==> src/rtl/cobs_uart_tx.sv <==
// -----------------------------------------------------------------------------
// cobs_uart_tx
//
// Host-bound transmit path. Accepts a byte stream framed by in_last, COBS-encodes
// it one group at a time, and serialises every encoded byte as 8N1 UART on txd.
// Each frame ends with a 0x00 delimiter byte.
//
// Non-zero payload bytes are collected into a group buffer of up to MAX_GROUP
// bytes. When a group closes (zero byte, full group, or end of frame) the code
// byte and the buffered data are sent back to back while input is stalled.
//
// Handshake: a byte transfers on a rising clk edge when in_valid && in_ready.
// in_ready depends only on internal state (never on in_valid). in_data and
// in_last are sampled only on a transfer.
//
// Ports:
//   clk           system clock
//   rst           asynchronous reset, active-high
//   in_data       payload byte
//   in_valid      in_data valid
//   in_last       in_data is the final byte of the frame
//   in_ready      block accepts a byte this cycle
//   txd           UART serial output, idle high
//   busy          frame in progress (first accepted byte .. delimiter stop bit)
//   frame_done    one-cycle pulse during the last cycle of the delimiter stop bit
//   fsm_state     encoder state, for observation only
//   group_pending a group is open and still owes its code byte
// -----------------------------------------------------------------------------
module cobs_uart_tx #(
    parameter int CLKS_PER_BIT = 234,
    parameter int MAX_GROUP    = 254
) (
    input  logic       clk,
    input  logic       rst,
    input  logic [7:0] in_data,
    input  logic       in_valid,
    input  logic       in_last,
    output logic       in_ready,
    output logic       txd,
    output logic       busy,
    output logic       frame_done,
    output logic [2:0] fsm_state,
    output logic       group_pending
);

    typedef enum logic [2:0] {
        COLLECT    = 3'd0,
        SEND_CODE  = 3'd1,
        SEND_DATA  = 3'd2,
        SEND_FINAL = 3'd3,
        SEND_DELIM = 3'd4
    } state_t;

    localparam int            CW          = (CLKS_PER_BIT > 1) ? $clog2(CLKS_PER_BIT) : 1;
    localparam logic [CW-1:0] LAST_CLK    = CW'(CLKS_PER_BIT - 1);
    localparam logic [7:0]    FULL_MINUS1 = 8'(MAX_GROUP - 1);
    localparam logic [7:0]    FULL_CODE   = 8'(MAX_GROUP + 1);
    localparam logic [3:0]    STOP_BIT    = 4'd9;

    // -------------------------------------------------------------------------
    // Encoder state
    // -------------------------------------------------------------------------
    state_t     state,      state_n;
    logic [7:0] count,      count_n;
    logic [7:0] rd_idx,     rd_idx_n;
    logic       pending,    pending_n;
    logic       end_req,    end_req_n;
    logic       zero_close, zero_close_n;
    logic       busy_q,     busy_n;

    logic       wr_en;
    logic       post_data;
    logic       load;
    logic [7:0] load_byte;
    logic [7:0] rd_sel;
    logic [7:0] rd_byte;

    logic [7:0] group_mem [MAX_GROUP];

    // -------------------------------------------------------------------------
    // UART bit engine state
    // -------------------------------------------------------------------------
    logic          tx_active;
    logic [9:0]    tx_shift;
    logic [3:0]    tx_bit;
    logic [CW-1:0] tx_clk;
    logic          byte_end;

    // Last cycle of the stop bit. The encoder loads the next byte in this very
    // cycle so consecutive bytes run with no idle time between them.
    assign byte_end = tx_active && (tx_clk == LAST_CLK) && (tx_bit == STOP_BIT);

    // While the code byte is on the wire the first data byte is prefetched;
    // while a data byte is on the wire the following one is prefetched.
    assign rd_sel  = (state == SEND_CODE) ? 8'd0 : (rd_idx + 8'd1);
    assign rd_byte = group_mem[rd_sel];

    // -------------------------------------------------------------------------
    // State register
    // -------------------------------------------------------------------------
    always_ff @(posedge clk or posedge rst) begin
        if (rst) begin
            state      <= COLLECT;
            count      <= 8'd0;
            rd_idx     <= 8'd0;
            pending    <= 1'b1;
            end_req    <= 1'b0;
            zero_close <= 1'b0;
            busy_q     <= 1'b0;
        end else begin
            state      <= state_n;
            count      <= count_n;
            rd_idx     <= rd_idx_n;
            pending    <= pending_n;
            end_req    <= end_req_n;
            zero_close <= zero_close_n;
            busy_q     <= busy_n;
        end
    end

    // Group buffer: plain storage, contents are meaningless until written.
    always_ff @(posedge clk) begin
        if (wr_en) begin
            group_mem[count] <= in_data;
        end
    end

    // -------------------------------------------------------------------------
    // Next-state and byte-load logic
    // -------------------------------------------------------------------------
    always_comb begin
        state_n      = state;
        count_n      = count;
        rd_idx_n     = rd_idx;
        pending_n    = pending;
        end_req_n    = end_req;
        zero_close_n = zero_close;
        busy_n       = busy_q;
        wr_en        = 1'b0;
        post_data    = 1'b0;
        load         = 1'b0;
        load_byte    = 8'h00;

        case (state)
            COLLECT: begin
                // The UART is always idle in COLLECT, so a closing transfer
                // loads the code byte straight away.
                if (in_valid) begin
                    busy_n = 1'b1;
                    if (in_data != 8'h00) begin
                        wr_en   = 1'b1;
                        count_n = count + 8'd1;
                        if (count == FULL_MINUS1) begin
                            load      = 1'b1;
                            load_byte = FULL_CODE;
                            pending_n = 1'b0;
                            end_req_n = in_last;
                            state_n   = SEND_CODE;
                        end else if (in_last) begin
                            // code = new count + 1
                            load      = 1'b1;
                            load_byte = count + 8'd2;
                            end_req_n = 1'b1;
                            state_n   = SEND_CODE;
                        end
                    end else begin
                        // A zero closes the group and is implied by its code.
                        load      = 1'b1;
                        load_byte = count + 8'd1;
                        pending_n = 1'b1;
                        if (in_last) begin
                            end_req_n    = 1'b1;
                            zero_close_n = 1'b1;
                        end
                        state_n = SEND_CODE;
                    end
                end
            end

            SEND_CODE: begin
                if (byte_end) begin
                    if (count != 8'd0) begin
                        load      = 1'b1;
                        load_byte = rd_byte;
                        rd_idx_n  = 8'd0;
                        state_n   = SEND_DATA;
                    end else begin
                        post_data = 1'b1;
                    end
                end
            end

            SEND_DATA: begin
                if (byte_end) begin
                    if (rd_idx == (count - 8'd1)) begin
                        post_data = 1'b1;
                    end else begin
                        load      = 1'b1;
                        load_byte = rd_byte;
                        rd_idx_n  = rd_idx + 8'd1;
                    end
                end
            end

            SEND_FINAL: begin
                if (byte_end) begin
                    load      = 1'b1;
                    load_byte = 8'h00;
                    state_n   = SEND_DELIM;
                end
            end

            SEND_DELIM: begin
                if (byte_end) begin
                    busy_n       = 1'b0;
                    end_req_n    = 1'b0;
                    zero_close_n = 1'b0;
                    pending_n    = 1'b1;
                    state_n      = COLLECT;
                end
            end

            default: begin
                state_n = COLLECT;
            end
        endcase

        // Group fully sent: decide between the trailing 0x01 group (frame
        // ended on a zero), the delimiter, or collecting the next group.
        if (post_data) begin
            count_n = 8'd0;
            if (end_req && zero_close) begin
                load      = 1'b1;
                load_byte = 8'h01;
                state_n   = SEND_FINAL;
            end else if (end_req) begin
                load      = 1'b1;
                load_byte = 8'h00;
                state_n   = SEND_DELIM;
            end else begin
                state_n = COLLECT;
            end
        end
    end

    // -------------------------------------------------------------------------
    // UART bit engine: start bit, 8 data bits LSB first, stop bit. tx_shift[0]
    // is the bit currently on the line.
    // -------------------------------------------------------------------------
    always_ff @(posedge clk or posedge rst) begin
        if (rst) begin
            tx_active <= 1'b0;
            tx_shift  <= '1;
            tx_bit    <= 4'd0;
            tx_clk    <= '0;
        end else if (load) begin
            tx_active <= 1'b1;
            tx_shift  <= {1'b1, load_byte, 1'b0};
            tx_bit    <= 4'd0;
            tx_clk    <= '0;
        end else if (tx_active) begin
            if (tx_clk == LAST_CLK) begin
                tx_clk <= '0;
                if (tx_bit == STOP_BIT) begin
                    tx_active <= 1'b0;
                end else begin
                    tx_bit   <= tx_bit + 4'd1;
                    tx_shift <= {1'b1, tx_shift[9:1]};
                end
            end else begin
                tx_clk <= tx_clk + CW'(1);
            end
        end
    end

    // -------------------------------------------------------------------------
    // Outputs
    // -------------------------------------------------------------------------
    assign txd           = tx_active ? tx_shift[0] : 1'b1;
    assign in_ready      = (state == COLLECT);
    assign busy          = busy_q;
    assign frame_done    = (state == SEND_DELIM) && byte_end;
    assign fsm_state     = state;
    assign group_pending = pending;

endmodule

==> config.mk <==
export PLATFORM = sky130hd
export DESIGN_NAME = cobs_uart_tx
export DESIGN_NICKNAME = d
export VERILOG_FILES = /design/src/rtl/cobs_uart_tx.sv
export SDC_FILE = /design/constraint.sdc
export NUM_CORES = 2
export LEC_CHECK = 0
export BUFFER_PORTS_ARGS = -buffer_cell sky130_fd_sc_hd__buf_2
export CAP_MARGIN = 20
export CORE_MARGIN = 4
export CORE_UTILIZATION = 40
export CTS_BUF_LIST = sky130_fd_sc_hd__clkbuf_8
export CTS_CLUSTER_SIZE = 25
export DETAILED_ROUTE_END_ITERATION = 8
export GPL_ROUTABILITY_DRIVEN = 0
export PLACE_DENSITY = 0.55
export SYNTH_ARGS = -nofsm -noshare
export SYNTH_HDL_FRONTEND = slang
export SYNTH_SLANG_ARGS = --single-unit
==> constraint.sdc <==
create_clock -name clk -period 7.05 [get_ports clk]
set_input_delay 0.705 -clock clk [delete_from_list [all_inputs] [get_ports clk]]
set_output_delay 0.705 -clock clk [all_outputs]
set_load 0.02 [all_outputs]
After elaboration in Yosys (flattened, before gate mapping)
Memory sizes are Yosys's and may differ from the RTL's.
Index checks and enable logic that the tools add are counted.
{"block": "classes", "n_addsub": 6, "eq_ne": 25, "muxes": 90, "reduce_logical": 21}
{"cell": "$mux 8", "n": 23}
{"cell": "$mux 10", "n": 4}
{"cell": "$mux 1", "n": 39}
{"cell": "$mux 3", "n": 11}
{"cell": "$add 8x1->8 const B", "n": 3}
{"cell": "$pmux 8 s3", "n": 1}
{"cell": "$ne 2x2->1 const B", "n": 9}
{"cell": "$eq 8x8->1 const B", "n": 2}
{"cell": "$mux 4", "n": 4}
{"cell": "$pmux 8 s2", "n": 1}
{"cell": "$reduce_bool 8->1", "n": 2}
{"cell": "$pmux 3 s5", "n": 1}
{"cell": "$reduce_bool 2->1", "n": 7}
{"cell": "$pmux 1 s2", "n": 5}
{"cell": "$reduce_and 5->1", "n": 2}
{"cell": "$ne 3x2->1 const B", "n": 3}
{"cell": "$ne 3x3->1 const B", "n": 3}
{"cell": "$reduce_and 3->1", "n": 3}
{"cell": "$add 8x2->8 const B", "n": 1}
{"cell": "$eq 8x8->1", "n": 1}
{"cell": "$sub 8x1->8 const B", "n": 1}
{"cell": "$reduce_and 7->1", "n": 1}
{"cell": "$eq 3x2->1 const B", "n": 2}
{"cell": "$ne 5x4->1 const B", "n": 1}
{"cell": "other kinds (9)", "n": 12}
{"block": "word_totals", "regBits": 46, "ram_bits": 2032, "input_bits": 12, "output_inout_bits": 8, "wordCells": 154, "n_memories": 1}
{"memory": "group_mem", "depth": 254, "width": 8, "rd": 1, "rd_clocked_by_memory_dff": 0, "write_ports": 1, "line_no": "78", "text": "logic [7:0] group_mem [MAX_GROUP];"}

Logic depth before layout (Yosys ltp)
{"block": "depth", "depth_word": 10, "mapped_depth": 16, "mapped_depth_nobuf": 11}

Worst setup path after synthesis
No wires, ideal clock.
{"block": "synth_timing", "path_type": "register to register", "startpoint": "register state[1] (netlist: fsm_state[1])", "endpoint": "memory group_mem[232][0], enable pin", "setup_time_ns": 0.370, "arrival_time_ns": 3.102, "required_time_ns": 6.680, "slack_ns": 3.578, "path_stages_with_launch": 9, "synth_period_minus_slack_ns": 3.472, "cell_sequence": "dfrtp_1 clkbuf_1 nor3_1 and2_1 nand2_1 nor3b_1 nand3_1 clkbuf_1 nor2_1"}
{"block": "synth_between", "elab_chain_len": 4}
{"element": "start: declaration", "line_no": "63", "text": "state_t state, state_n;"}
{"element": "start signal: assignment", "line_no": "111", "text": "state <= state_n;"}
{"element": "$logic_not 3->1"}
{"element": "net in_ready", "line_no": "38", "text": "output logic in_ready,"}
{"element": "$mux 1", "line_no": "144", "text": "case (state)"}
{"element": "$mux 1", "line_no": "123", "text": "if (wr_en) begin"}
{"element": "$mux 1 (not written as such)", "line_no": "124", "text": "group_mem[count] <= in_data;"}
{"element": "end: declaration", "line_no": "78"}
The timed path passes the listed nets, and every way through them passes these cells.

Worst setup path after layout
{"block": "layout_timing", "startpoint": "register state[1] (netlist: fsm_state[1])", "endpoint": "register tx_shift[4]"}
{"block": "layout_between", "elab_chain_len": 10, "word_cells_on_any_way": 24}
{"element": "$eq 3x1->1", "line_no": "95, 144"}
{"element": "$mux 8", "line_no": "95", "text": "assign rd_sel = (state == SEND_CODE) ? 8'd0 : (rd_idx + 8'd1);"}
{"element": "$mem_v2 254x8"}
{"element": "$mux 8 (on tied branches)", "line_no": "195, 182"}
{"element": "$mux 8 (on tied branches)", "line_no": "194, 181"}
{"element": "$pmux 8 s3", "line_no": "144"}
{"element": "$mux 8", "line_no": "236", "text": "end else if (end_req) begin"}
{"element": "$mux 8", "line_no": "232", "text": "if (end_req && zero_close) begin"}
{"element": "$mux 8", "line_no": "230", "text": "if (post_data) begin"}
{"element": "$mux 10", "line_no": "256", "text": "end else if (load) begin"}
{"element": "end signal: assignment", "line_no": "258", "text": "tx_shift <= {1'b1, load_byte, 1'b0};"}
{"element": "end signal: assignment", "line_no": "268", "text": "tx_shift <= {1'b1, tx_shift[9:1]};"}
{"element": "end: declaration", "line_no": "84", "text": "logic [9:0] tx_shift;"}
Parallel ways exist; a longest one is shown, timed or not.
A chain may end at the register's enable or synchronous reset.

==> results.sh <==
export IMPL_critPathLaunch="fsm_state[1]"
export IMPL_htreeDepth=5
export IMPL_cts_setup_buffers=0
export IMPL_yosys_area_top_type="edfxtp_1"
export IMPL_ctsRootBufferMaster="clkbuf_8"
export IMPL_dp_hpwl_mm=177.3
export IMPL_peakVddDrop_uv=250.0
export IMPL_whs_path_depth=1
export IMPL_p_leak_nw=29.27
export IMPL_io_pins=20
export IMPL_synth_mux_area_share_pct=6.058
export IMPL_synth_xor_xnor_area_share_pct=0.3432
export IMPL_hold_path_endpoint="group_mem[217][4]"
export IMPL_grt_pass1_vias=52430
export IMPL_r2r_end="tx_shift[4]"
export IMPL_area_growth_pct=11.67
export IMPL_post_drt_wl_per_cell_um=34.00
export IMPL_drcViolationCount=0
export IMPL_fp_dieW_um=466.8
export IMPL_cts_tree="done"
export IMPL_syn_area_per_cell_um2=15.16
export IMPL_r2r_start="fsm_state[1]"
export IMPL_clkSinkCount=2077
export IMPL_yosysWarnings=0
export IMPL_grt_use_total_pct=26.80
export IMPL_numCtsBuffers=352
export IMPL_ys_top_cells_by_count="2032 x edfxtp_1, 482 x nand2_1, 360 x nor2_1, 288 x mux2i_1, 277 x a21oi_1"
export IMPL_die_y_um=466.8
export IMPL_synth_top_family_by_area="compound AO/OA/AOI/OAI gates"
export IMPL_vias=54910
export IMPL_synth_ff_type="edfxtp_1"
export IMPL_first_pass_iters=7
export IMPL_finalHoldViolations=0
export IMPL_setup_tns_ps=0
export IMPL_row_count=168
export IMPL_seq_area_frac_synth_pct=73.81
export IMPL_synth_async_reset_ratio_pct=2.167
export IMPL_relSlewSlack_pct=14.57
export IMPL_multi_input_area_um2=20420
export IMPL_rsz0062_at_grt="false"
export IMPL_core_area_um2=209600
export IMPL_synthDominantCellAreaShare_pct=72.46
export IMPL_clk_transition_reported_paths_ps=60
export IMPL_worstHoldStart="in_data[4]"
export IMPL_synth_compound_area_share_pct=10.77
export IMPL_stdcell_count=8759
export IMPL_grt_pass1_wl_mm=416.5
export IMPL_hold_path_class="input pin to register"
export IMPL_fmax_mhz=186.4
export IMPL_p_total_mw=28.72
export IMPL_place_area_um2=87960
export IMPL_netlist_top_cells_area="edfxtp_1 72%, mux2i_1 3.4%, nand2_1 2.1%"
export IMPL_final_setup_worst_slack_ps=1686
export IMPL_clock_path_buffers=4
export IMPL_insertion_delay_ps=1120
export IMPL_seq_area_um2=62160
export IMPL_synth_simple_area_share_pct=6.596
export IMPL_cts_resized=0
export IMPL_min_period_ps=5364
export IMPL_required_ps=8040
export IMPL_tightest_slew_ps=1249
export IMPL_die_area_um2=217900
export IMPL_status="finished clean"
export IMPL_drive_gt1_share_pct=13.70
export IMPL_ys_ff_latch=2077
export IMPL_grt_max_degree=195
export IMPL_wirelength_mm=297.8
export IMPL_design_area_um2=94030
export IMPL_synth_cell_types=83
export IMPL_maxSlewViolCount=0
export IMPL_end_kind="register"
export IMPL_r2r_slack_ps=1690
export IMPL_nFillCells=18490
export IMPL_dp_cells=8145
export IMPL_final_net_count=5721
export IMPL_yosysMostFrequentCell="edfxtp_1"
export IMPL_synthAdderAreaFrac_pct=0.1634
export IMPL_maxCapViolations=0
export IMPL_start_util_pct=40.18
export IMPL_antenna_found_initial=20
export IMPL_worst_path_max_fanout=52
export IMPL_hold_buffers=2
export IMPL_period_share_pct=76.08
export IMPL_numPortBuffers=19
export IMPL_place_ws_ps=1925
export IMPL_powerDensity_nw_per_um2=305.5
export IMPL_critPathKind="register to register"
export IMPL_drtAntennaViolNets=0
export IMPL_drtIter0Drc=7940
export IMPL_syn_inst=5556
export IMPL_viasPerCell=6.269
export IMPL_arrival_ps=6350
export IMPL_setup_violations=0
export IMPL_reg2reg_depth=12
export IMPL_cp_start_kind="register"
export IMPL_synth_edf_count=2032
export IMPL_gr_total_overflow=0
export IMPL_syn_nets=5579
export IMPL_synth_area_um2=84210
export IMPL_fin_skew_ps=76.83
critical path: stages (launching register included):
cell	delay, ps
dfrtp_1	530
or3b_4	640
buf_4	350
nand2_4	600
buf_12	360
nand2_1	100
a311oi_1	440
a2111oi_1	110
buf_4	190
or4_1	470
nor4_1	940
o2111a_1	330
o32a_1	140
flip-flops by register name, indices dropped and copies added (netlist names):
register       cells
tx_bit             4
rd_idx             8
group_mem       2032
fsm_state          3
zero_close         1
group_pending      1
tx_active          1
tx_shift           9
tx_clk             8
busy               1
end_req            1
count              8
stage by stage:
step	hold slack [ps]	util [%]
2_1_floorplan	447.7	-
3_3_place_gp	460.2	41.90
3_5_place_dp	461.1	41.97
4_1_cts	22.66	44.84
5_1_grt	52.84	44.86
6_report	90.04	44.87
power by group:
| group | switching, mW | internal [mW] | total, mW |
|---|---|---|---|
| Sequential | 0.142 | 13.7 | 13.8 |
| Combinational | 3.90 | 1.32 | 5.22 |
| Clock | 4.87 | 4.82 | 9.68 |
kinds of logic after synthesis:
| group | after synthesis |
|---|---|
| and+or+nand+nor | 1247 |
| DFF | 2077 |
| AOI/OAI and AO/OA | 1324 |
| muxes | 437 |
| adders and majority gates | 11 |
| xor gates and xnor gates | 33 |
| buffers and inverters | 427 |
how the worst max path moves through the flow:
stage                   endpoint  slack (ps)  depth (start not counted)
3_3_place_gp    group_mem[90][7]         740                          7
4_1_cts              tx_shift[7]        1920                         11
3_5_place_dp         tx_shift[7]        1920                         11
6_report             tx_shift[4]        1690                         12
5_1_grt              tx_shift[4]        1680                         12
2_1_floorplan  group_mem[232][0]        3580                          8
layout by cell type (no fill, tap or decap), types with 25 or more instances in the layout:
cell type,n
and3_1,33
a21oi_1,276
clkinv_1,100
a22o_1,25
a211oi_1,144
clkbuf_8,359
nor2b_1,31
a31oi_1,97
a221oi_1,135
buf_4,149
and2_1,50
o22ai_1,32
mux4_2,48
clkinv_2,27
a311oi_1,29
nand2_1,480
nor3_1,56
a221o_1,32
o211ai_1,37
nor2_1,357
mux2_2,101
o21ai_0,234
nor4_1,27
nand4_1,26
dfrtp_1,34
mux2i_1,288
inv_1,113
a2111oi_0,27
nand3_1,110
edfxtp_1,2032
a22oi_1,64
metal layers:
metal	GRT usage [%]	vias to the layer above	share of wire, %	wire [um]
met4	13.13	8	5.3	15820
met2	39.23	3623	44	129900
met1	37.02	28240	40	118600
met5	0	-	0.017	50
met3	7.152	709	11	33460
li1	-	22330	-	-
final cells by class:
type	count	area share, %
Sequential cell	2077	66.11
Multi-Input combinational cell	3052	21.72
Clock buffer	357	5.225
Tap cell	2805	3.732
Timing Repair Buffer	200	1.963
Clock inverter	242	1.160
Inverter	15	0.06786
Antenna cell	11	0.02927
(Power assumes the default switching activity.)
